[src/rtl/pulse_timer_pkg.sv]
// ----------------------------------------------------------------------------
// | pulse_timer_pkg                                                          |
// | Shared state encodings for the pulse_timer channel FSMs.                 |
// | Revision: 1.0                                                            |
// ----------------------------------------------------------------------------
`default_nettype none

package pulse_timer_pkg;

  localparam int ST_W = 2;

  typedef enum logic [ST_W-1:0] {
    ST_IDLE         = 2'b00,
    ST_ACTIVE       = 2'b01,
    ST_WAIT_RELEASE = 2'b10
  } state_e;

endpackage

`default_nettype wire

[src/rtl/pulse_timer_chan.sv]
// ----------------------------------------------------------------------------
// | pulse_timer_chan                                                         |
// | One trigger channel: synchronizer, one-shot FSM, hold counter, done.     |
// | Optional PULSE_TIMER_RETRIG_EN: trigger re-press in ACTIVE reloads count.|
// | Revision: 1.0                                                            |
// ----------------------------------------------------------------------------
`default_nettype none

module pulse_timer_chan
  import pulse_timer_pkg::*;
#(
  parameter int CNT_W = 8
) (
  input  logic             clk,
  input  logic             reset,
  input  logic             en_i,
  input  logic             tick_i,
  input  logic             trig_i,
  input  logic [CNT_W-1:0] hold_ticks_i,
  output state_e           state_o,
  output logic             done_o
);

  logic             sync1_q;
  logic             trig_s_q;
  state_e           state_q;
  logic [CNT_W-1:0] cnt_q;
  logic             done_q;
  logic [CNT_W-1:0] load_d;
  logic             retrig_d;

  // A zero hold length still produces a one-tick pulse.
  assign load_d = (hold_ticks_i == '0) ? CNT_W'(1) : hold_ticks_i;

`ifdef PULSE_TIMER_RETRIG_EN
  logic trig_s_d_q;

  always_ff @(posedge clk) begin
    if (reset) begin
      trig_s_d_q <= 1'b0;
    end else begin
      trig_s_d_q <= trig_s_q;
    end
  end

  assign retrig_d = trig_s_q & ~trig_s_d_q;
`else
  assign retrig_d = 1'b0;
`endif

  always_ff @(posedge clk) begin
    if (reset) begin
      sync1_q  <= 1'b0;
      trig_s_q <= 1'b0;
      state_q  <= ST_IDLE;
      cnt_q    <= '0;
      done_q   <= 1'b0;
    end else begin
      sync1_q  <= trig_i;
      trig_s_q <= sync1_q;
      done_q   <= 1'b0;
      case (state_q)
        ST_IDLE: begin
          if (trig_s_q && en_i) begin
            state_q <= ST_ACTIVE;
            cnt_q   <= load_d;
          end
        end
        ST_ACTIVE: begin
          if (en_i) begin
            // A reload takes priority over a coincident final tick.
            if (retrig_d) begin
              cnt_q <= load_d;
            end else if (tick_i) begin
              cnt_q <= cnt_q - CNT_W'(1);
              if (cnt_q == CNT_W'(1)) begin
                state_q <= trig_s_q ? ST_WAIT_RELEASE : ST_IDLE;
                done_q  <= 1'b1;
              end
            end
          end
        end
        ST_WAIT_RELEASE: begin
          if (!trig_s_q) begin
            state_q <= ST_IDLE;
          end
        end
        default: state_q <= ST_IDLE;
      endcase
    end
  end

  assign state_o = state_q;
  assign done_o  = done_q;

endmodule

`default_nettype wire

[src/rtl/pulse_timer.sv]
// ----------------------------------------------------------------------------
// | pulse_timer                                                              |
// | Multi-channel one-shot controller with shared tick prescaler.            |
// | Optional PULSE_TIMER_RETRIG_EN enables re-trigger reload in each channel.|
// | Revision: 1.0                                                            |
// ----------------------------------------------------------------------------
`default_nettype none

module pulse_timer
  import pulse_timer_pkg::*;
#(
  parameter int CHANNELS = 4,
  parameter int CNT_W    = 8,
  parameter int TICK_DIV = 33554432
) (
  input  logic                  clk,
  input  logic                  reset,
  input  logic                  en,
  input  logic [CHANNELS-1:0]   trig,
  input  logic [CNT_W-1:0]      hold_ticks,
  output logic [CHANNELS-1:0]   pulse,
  output logic [CHANNELS-1:0]   done,
  output logic                  busy,
  output logic                  tick,
  output logic [2*CHANNELS-1:0] state_out
);

  localparam int              PRE_W    = $clog2(TICK_DIV);
  localparam logic [PRE_W-1:0] PRE_LAST = PRE_W'(TICK_DIV - 1);

  logic [PRE_W-1:0] presc_q;

  assign tick = en && (presc_q == PRE_LAST);

  always_ff @(posedge clk) begin
    if (reset) begin
      presc_q <= '0;
    end else if (en) begin
      presc_q <= tick ? '0 : presc_q + PRE_W'(1);
    end
  end

  for (genvar g = 0; g < CHANNELS; g++) begin : g_chan
    state_e st;

    pulse_timer_chan #(
      .CNT_W (CNT_W)
    ) u_chan (
      .clk          (clk),
      .reset        (reset),
      .en_i         (en),
      .tick_i       (tick),
      .trig_i       (trig[g]),
      .hold_ticks_i (hold_ticks),
      .state_o      (st),
      .done_o       (done[g])
    );

    assign state_out[2*g +: 2] = st;
    assign pulse[g]            = (st == ST_ACTIVE);
  end

  assign busy = |pulse;

endmodule

`default_nettype wire

[config.mk]
export PLATFORM = sky130hd
export DESIGN_NAME = pulse_timer
export DESIGN_NICKNAME = d
export VERILOG_FILES = /design/src/rtl/pulse_timer_pkg.sv /design/src/rtl/pulse_timer_chan.sv /design/src/rtl/pulse_timer.sv
export SDC_FILE = /design/constraint.sdc
export NUM_CORES = 1
export LEC_CHECK = 0
export CORE_UTILIZATION = 30
export DETAILED_ROUTE_END_ITERATION = 8
export PLACE_DENSITY = 0.55
export SETUP_SLACK_MARGIN = 0.1
export SLEW_MARGIN = 20
export SYNTH_ARGS = -nofsm -noshare
export SYNTH_HDL_FRONTEND = slang
export SYNTH_SLANG_ARGS = --single-unit
[constraint.sdc]
create_clock -name clk -period 1.8 [get_ports clk]
set_clock_uncertainty 0.05 [all_clocks]
set_input_delay 0.36 -clock clk [delete_from_list [all_inputs] [get_ports clk]]
set_output_delay 0.36 -clock clk [all_outputs]
set_load 0.02 [all_outputs]
==> flow_metrics.env, run 1 <==
export IMPL_nets=655
export IMPL_crit_start="presc_q[1]$_SDFFE_PP0P_"
export IMPL_vias=4201
export IMPL_die_area_sq_mm=0.0137
export IMPL_worstMarginPinSlew_ns=0.461
export IMPL_overflow=0
export IMPL_h_tree_depth=3
export IMPL_clock_sinks=77
export IMPL_final_layout_size_suffix_gt1_frac=0.393
export IMPL_cts_tree="yes"
export IMPL_fmax_ghz=0.503
export IMPL_post_route_period_util=1.10
export IMPL_slowest_stage="dfxtp_2"
export IMPL_hold_path_class="in2reg"
export IMPL_critical_path_class="reg2reg"
export IMPL_avgSynthCellArea_sq_um=8.23
export IMPL_yosysUniqueCellTypes=62
export IMPL_crit_required_ns=2.03
export IMPL_antenna_found_initial=0
export IMPL_critPathBufInv=4
export IMPL_grt_pass1_vias=4161
export IMPL_reg2reg_depth=10
export IMPL_outcome="finished, violations left"
export IMPL_dieWidth_um=117
export IMPL_slew_headroom=0.692
export IMPL_wl_per_cell_um=15.9
export IMPL_final_common_cell="buf_4"
export IMPL_period_minus_slack_ns=1.99
export IMPL_ant_nets=0
export IMPL_grt_max_degree=22
export IMPL_synth_edff_count=0
export IMPL_first_pass_iters=4
export IMPL_seqCellArea_sq_mm=0.00157
export IMPL_path_delay_family="buffers and inverters"
export IMPL_multi_input_area_sq_mm=0.00275
export IMPL_regToRegSetupSlack_ns=-0.19
export IMPL_synthArstFlopShare=0
export IMPL_critPathMaxStageDelay_ns=0.35
export IMPL_numCtsBuffers=9
export IMPL_clock_latency_ns=0.35
export IMPL_grt_first_pass_wirelength_um=20300
export IMPL_synthCells=484
export IMPL_hold_path_depth=2
export IMPL_cts_buffer_depth=2
export IMPL_power_leakage_uw=0.00251
export IMPL_dp_hpwl_um=8620
export IMPL_via_per_inst=5.20
export IMPL_cts_root_buf="clkbuf_16"
export IMPL_die_height_um=117
export IMPL_max_cap_violations=0
export IMPL_synth_area_sq_mm=0.00398
export IMPL_fin_ws_ns=-0.188
export IMPL_min_to="presc_q[22]$_SDFFE_PP0P_"
export IMPL_irDropWorstVdd_v=0.000592
export IMPL_cp_end_kind="register"
export IMPL_worstPathArrival_ns=2.22
export IMPL_drt_wl_total_um=12800
export IMPL_synthesis_nets=508
export IMPL_initial_utilization=0.312
export IMPL_rows=41
export IMPL_initialDrtViolationCount=229
export IMPL_seq_area_frac_synth=0.387
export IMPL_start_kind="register"
export IMPL_hold_viol_final=0
export IMPL_portBuffers=32
export IMPL_area_growth_pct=57.4
export IMPL_whs_ns=0.395
export IMPL_place_gp_congestion=0.840
export IMPL_drc=0
export IMPL_power_uw=3890
export IMPL_reg2reg_from="presc_q[1]$_SDFFE_PP0P_"
export IMPL_cp_max_fo=12
export IMPL_ys_warn_count=0
export IMPL_ys_seq_elements=77
export IMPL_finalSetupViolCount=51
export IMPL_cts_clk_slew_worst_paths_ns=0.06
export IMPL_path_cells="ha_4, nand3_4, buf_6, nor4_4, buf_4, buf_4, nand4_1, buf_6, a221o_1, o21ai_1"
export IMPL_dp_slack_ns=-0.739
export IMPL_synth_ff_type="dfxtp_1"
export IMPL_core_area_sq_mm=0.0128
export IMPL_diodes=0
export IMPL_pin_count=33
export IMPL_violations="setup timing"
export IMPL_final_cell_mix="buf_4, dfxtp_1, nand2_1, nor2_1, a21oi_1"
export IMPL_r2r_end="g_chan[2].u_chan.cnt_q[7]$_SDFFE_PP0P_"
export IMPL_rsz0062_at_grt="true"
export IMPL_slew_viol_final=0
export IMPL_fillerInstances=1212
export IMPL_powerDensity_mw_per_mm2=621
export IMPL_worstHoldStart="reset"
export IMPL_grt_usage=0.195
-- Yosys cell counts (2+ instances only) --
cell | n | area share
a211o_1 | 2 | 0.0044
a211oi_1 | 2 | 0.0038
a21oi_1 | 31 | 0.039
a22oi_1 | 2 | 0.0038
a31o_2 | 2 | 0.0044
a31oi_1 | 14 | 0.022
a32oi_1 | 2 | 0.0044
and2_1 | 3 | 0.0047
and3_1 | 4 | 0.0063
and3_2 | 2 | 0.0038
buf_2 | 3 | 0.0038
buf_4 | 4 | 0.0075
clkbuf_1 | 17 | 0.016
dfxtp_1 | 77 | 0.39
ha_1 | 9 | 0.028
inv_1 | 17 | 0.016
nand2_1 | 42 | 0.040
nand2b_1 | 14 | 0.022
nand3_1 | 28 | 0.035
nand3b_1 | 3 | 0.0057
nand4_1 | 13 | 0.020
nand4b_1 | 2 | 0.0044
nor2_1 | 45 | 0.042
nor2b_1 | 10 | 0.016
nor3_1 | 17 | 0.021
nor3b_1 | 4 | 0.0075
nor4_1 | 13 | 0.020
nor4_2 | 2 | 0.0063
nor4b_1 | 2 | 0.0044
nor4bb_1 | 2 | 0.0050
o211ai_1 | 10 | 0.019
o21a_1 | 2 | 0.0038
o21ai_0 | 9 | 0.011
o22a_1 | 2 | 0.0044
o22ai_1 | 4 | 0.0063
o311ai_0 | 3 | 0.0066
o31a_1 | 3 | 0.0066
o31ai_1 | 5 | 0.0094
or2_2 | 3 | 0.0047
or3_1 | 10 | 0.016
or4_1 | 3 | 0.0057
xnor2_1 | 4 | 0.0088
xor2_1 | 19 | 0.042
-- sequential cells by signal, indices dropped and copies added (netlist names) --
signal,cells
g_chan.u_chan.sync1_q,4
presc_q,25
g_chan.u_chan.done_o,4
g_chan.u_chan.state_o,8
g_chan.u_chan.trig_s_q,4
g_chan.u_chan.cnt_q,32
-- where the power goes --
| part | internal, uW | switching (uW) | leakage (uW) | total (uW) |
|---|---|---|---|---|
| registers | 1740 | 25.1 | 0.000635 | 1760 |
| logic | 193 | 228 | 0.00174 | 421 |
| clock network | 1000 | 711 | 0.000138 | 1710 |
-- logic make-up (layout without fill, tap and decap cells) --
group,Yosys count,count (layout),share of synthesized area
fa+ha+maj,9,9,0.0283
compound gates,101,101,0.167
flops,77,77,0.387
buf+inv,42,192,0.0462
mux,1,1,0.00283
simple gates,231,233,0.318
xor+xnor,23,23,0.0506
-- worst max-delay path by stage --
stage                                             end  slack, ns  cells past startpoint
2_1_floorplan  g_chan[2].u_chan.cnt_q[6]$_SDFFE_PP0P_       0.03                      6
3_3_place_gp                                     tick      -0.67                      6
3_5_place_dp   g_chan[0].u_chan.cnt_q[5]$_SDFFE_PP0P_      -0.74                      8
4_1_cts        g_chan[2].u_chan.cnt_q[7]$_SDFFE_PP0P_      -0.14                      9
5_1_grt        g_chan[2].u_chan.cnt_q[7]$_SDFFE_PP0P_      -0.31                     10
6_report       g_chan[2].u_chan.cnt_q[7]$_SDFFE_PP0P_      -0.19                     10
-- metal layers --
| metal | track usage | vias to the layer above | part of all wire |
|---|---|---|---|
| met5 | 0 | - | 0 |
| met4 | 0.0692 | 0 | 0.021 |
| met1 | 0.233 | 2015 | 0.44 |
| met2 | 0.334 | 99 | 0.48 |
| li1 | - | 2067 | - |
| met3 | 0.0566 | 20 | 0.058 |
-- worst register-to-register path, delay by kind of cell (launching register included) --
family / cells / cell delay (ns)
DFF: 1 / 0.35
adders and majority gates: 1 / 0.17
and+or+nand+nor: 3 / 0.39
AOI/OAI and AO/OA: 2 / 0.40
buffers and inverters: 4 / 0.57
-- final cells by class --
cell class / count / share of cell area
well taps: 172 / 0.0343
repair buffers: 159 / 0.222
multi-input cells: 367 / 0.438
inverters: 17 / 0.0102
flip-flops and latches: 77 / 0.251
clock buffers: 12 / 0.0409
clock inverters: 4 / 0.00359
-- per-stage QoR --
stage	instance area (sq um)	std cells	util	TNS [ns]
2_1_floorplan	4050	484	-	0
3_3_place_gp	5280	767	0.413	-30.17
3_5_place_dp	5280	767	0.413	-33.85
4_1_cts	5900	794	0.462	-2.36
5_1_grt	6270	808	0.491	-10.27
6_report	6270	808	0.491	-3.64
-- what timing repair did --
item / 4_1_cts / 5_1_grt
gates resized for setup: 96 / 55
setup buffers: 9 / 12
pin swaps: 23 / 34
cloned: 2 / 4
hold buffers: 0 / 0
endpoints found under the setup margin: 80 / 75
No activity file was read; power rests on OpenSTA's default activity.
==> inputs of run 2 (changes only) <==
--- a/config.mk
+++ b/config.mk
@@ -5,7 +5,9 @@
 export SDC_FILE = /design/constraint.sdc
 export NUM_CORES = 1
 export LEC_CHECK = 0
+export CORE_MARGIN = 2
 export CORE_UTILIZATION = 30
+export CTS_CLUSTER_DIAMETER = 150
 export DETAILED_ROUTE_END_ITERATION = 8
 export PLACE_DENSITY = 0.55
 export SETUP_SLACK_MARGIN = 0.1
==> run 2 against run 1 <==
The flow still finishes with violations (setup timing). Utilization shrank 1.1 points. Sequential power hardly changed. First-iteration DRC count decreased by 33%. Sequential cell count unchanged. Via count down 0.12%. Wire length is 0.35% higher. Final cell count shrank 0.74%. Combinational power decreased by 1%. Count of clock-buffer cells in the layout shrank 1. Worst setup slack improved by 0.047 ns. Final area barely moved. Die area grew 3.4%. Largest power group is now the clock network.
==> flow_metrics.env, run 2 (synthesized netlist as in run 1, its figures left out) <==
export IMPL_outcome="finished, violations left"
export IMPL_violations="setup timing"
export IMPL_pin_count=33
export IMPL_core_area_sq_mm=0.0131
export IMPL_nets=645
export IMPL_final_util=0.480
export IMPL_hold_viol_final=0
export IMPL_crit_path_frequent_cell="buf_6"
export IMPL_final_layout_size_suffix_gt1_frac=0.403
export IMPL_first_pass_iters=5
export IMPL_finalSetupViolCount=19
export IMPL_drt_wl_total_um=12900
export IMPL_period_minus_slack_ns=1.94
export IMPL_cts_clk_slew_worst_paths_ns=0.06
export IMPL_worstPathArrival_ns=2.16
export IMPL_cp_end_kind="register"
export IMPL_fmax_ghz=0.515
export IMPL_reg2reg_depth=9
export IMPL_rows=42
export IMPL_fin_ws_ns=-0.141
export IMPL_dieWidth_um=119
export IMPL_via_per_inst=5.23
export IMPL_hold_path_class="in2reg"
export IMPL_start_kind="register"
export IMPL_critPathMaxStageDelay_ns=0.36
export IMPL_path_cells="ha_4, nand3_4, buf_6, nor4_4, buf_6, nand4_1, buf_6, o31a_1, a21oi_1"
export IMPL_initialDrtViolationCount=153
export IMPL_hold_path_depth=2
export IMPL_numCtsBuffers=9
export IMPL_grt_max_degree=32
export IMPL_final_cell_mix="buf_4, dfxtp_1, nand2_1, nor2_1, a21oi_1"
export IMPL_grt_pass1_vias=4033
export IMPL_power_leakage_uw=0.00242
export IMPL_cts_tree="yes"
export IMPL_clock_sinks=77
export IMPL_irDropWorstVdd_v=0.000397
export IMPL_powerDensity_mw_per_mm2=676
export IMPL_fillerInstances=1252
export IMPL_final_common_cell="buf_4"
export IMPL_tns_ns=-1.30
export IMPL_slowest_stage="dfxtp_4"
export IMPL_h_tree_depth=3
export IMPL_overflow=0
export IMPL_slew_headroom=0.719
export IMPL_dp_hpwl_um=8570
export IMPL_wl_per_cell_um=16.0
export IMPL_portBuffers=32
export IMPL_rsz0062_at_grt="true"
export IMPL_vias=4196
export IMPL_worstMarginPinSlew_ns=0.417
export IMPL_critPathBufInv=3
export IMPL_grt_first_pass_wirelength_um=19900
export IMPL_antenna_found_initial=0
export IMPL_cts_root_buf="clkbuf_16"
export IMPL_cts_buffer_depth=2
export IMPL_hold_buffers=0
export IMPL_area_growth_pct=57.5
export IMPL_ant_nets=0
export IMPL_grt_usage=0.176
export IMPL_top_register="g_chan.u_chan.cnt_q"
export IMPL_die_height_um=119
export IMPL_max_cap_violations=0
export IMPL_clock_latency_ns=0.34
export IMPL_critical_path_class="reg2reg"
export IMPL_cp_max_fo=6
export IMPL_crit_required_ns=2.02
export IMPL_diodes=0
export IMPL_slew_viol_final=0
export IMPL_die_area_sq_mm=0.0142
export IMPL_drc=0
export IMPL_place_gp_congestion=0.888
export IMPL_post_route_period_util=1.08
export IMPL_path_delay_family="buffers and inverters"
export IMPL_largest_register_ffs=32
export IMPL_cp_depth=9
export IMPL_initial_utilization=0.304
## run 2: worst paths after layout
path | startpoint | slack, ns | endpoint
max | presc_q[1]$_SDFFE_PP0P_ | -0.14 | g_chan[1].u_chan.cnt_q[2]$_SDFFE_PP0P_
min | reset | 0.34 | g_chan[0].u_chan.cnt_q[3]$_SDFFE_PP0P_
max reg2reg | presc_q[1]$_SDFFE_PP0P_ | -0.14 | g_chan[1].u_chan.cnt_q[2]$_SDFFE_PP0P_
min reg2reg | g_chan[2].u_chan.sync1_q$_SDFF_PP0_ | 0.38 | g_chan[2].u_chan.trig_s_q$_SDFF_PP0_
## run 2: layer usage
layer  global-route usage  vias to the layer above  wire length [um]
li1                     -                     2027                 -
met1                0.222                     2043              5660
met2                0.293                      106              6380
met3               0.0364                       20               547
met4               0.0662                        0               274
met5                    0                        -                 0
## run 2: timing repair
item | 4_1_cts | 5_1_grt
pin swaps | 12 | 50
buffers inserted | 10 | 9
gates cloned | 2 | 4
endpoints found under the hold margin | 0 | 0
gates resized for setup | 71 | 88
endpoints found under the setup margin | 78 | 71
## run 2: power breakdown
| part | total (uW) | switching [uW] | internal, uW | leakage [uW] |
|---|---|---|---|---|
| Clock | 2060 | 712 | 1350 | 0.000163 |
| Combinational | 416 | 224 | 192 | 0.00162 |
| Sequential | 1760 | 26.8 | 1730 | 0.000637 |
## run 2: through the flow
stage / power, uW / instances / worst slack (ns) / instance area (sq um) / hold slack (ns)
floorplan: 1970 / 484 / 0.0287 / 4050 / 0.364
global placement: 2150 / 765 / -0.649 / 5240 / 0.369
detailed placement: 2160 / 765 / -0.657 / 5240 / 0.370
CTS: 4230 / 793 / -0.114 / 5830 / 0.332
global route: 4380 / 802 / -0.221 / 6280 / 0.355
finish: 4240 / 802 / -0.141 / 6280 / 0.336
## run 2: area by class of cell
class                      instances  area (sq um)  area share
clock buffer                      11           233      0.0371
timing repair buffer             149          1300       0.207
sequential                        77          1580       0.252
multi-input combinational        367          2780       0.443
inverter                          17          63.8      0.0102
clock inverter                     5           100      0.0159
tap                              176           220      0.0351
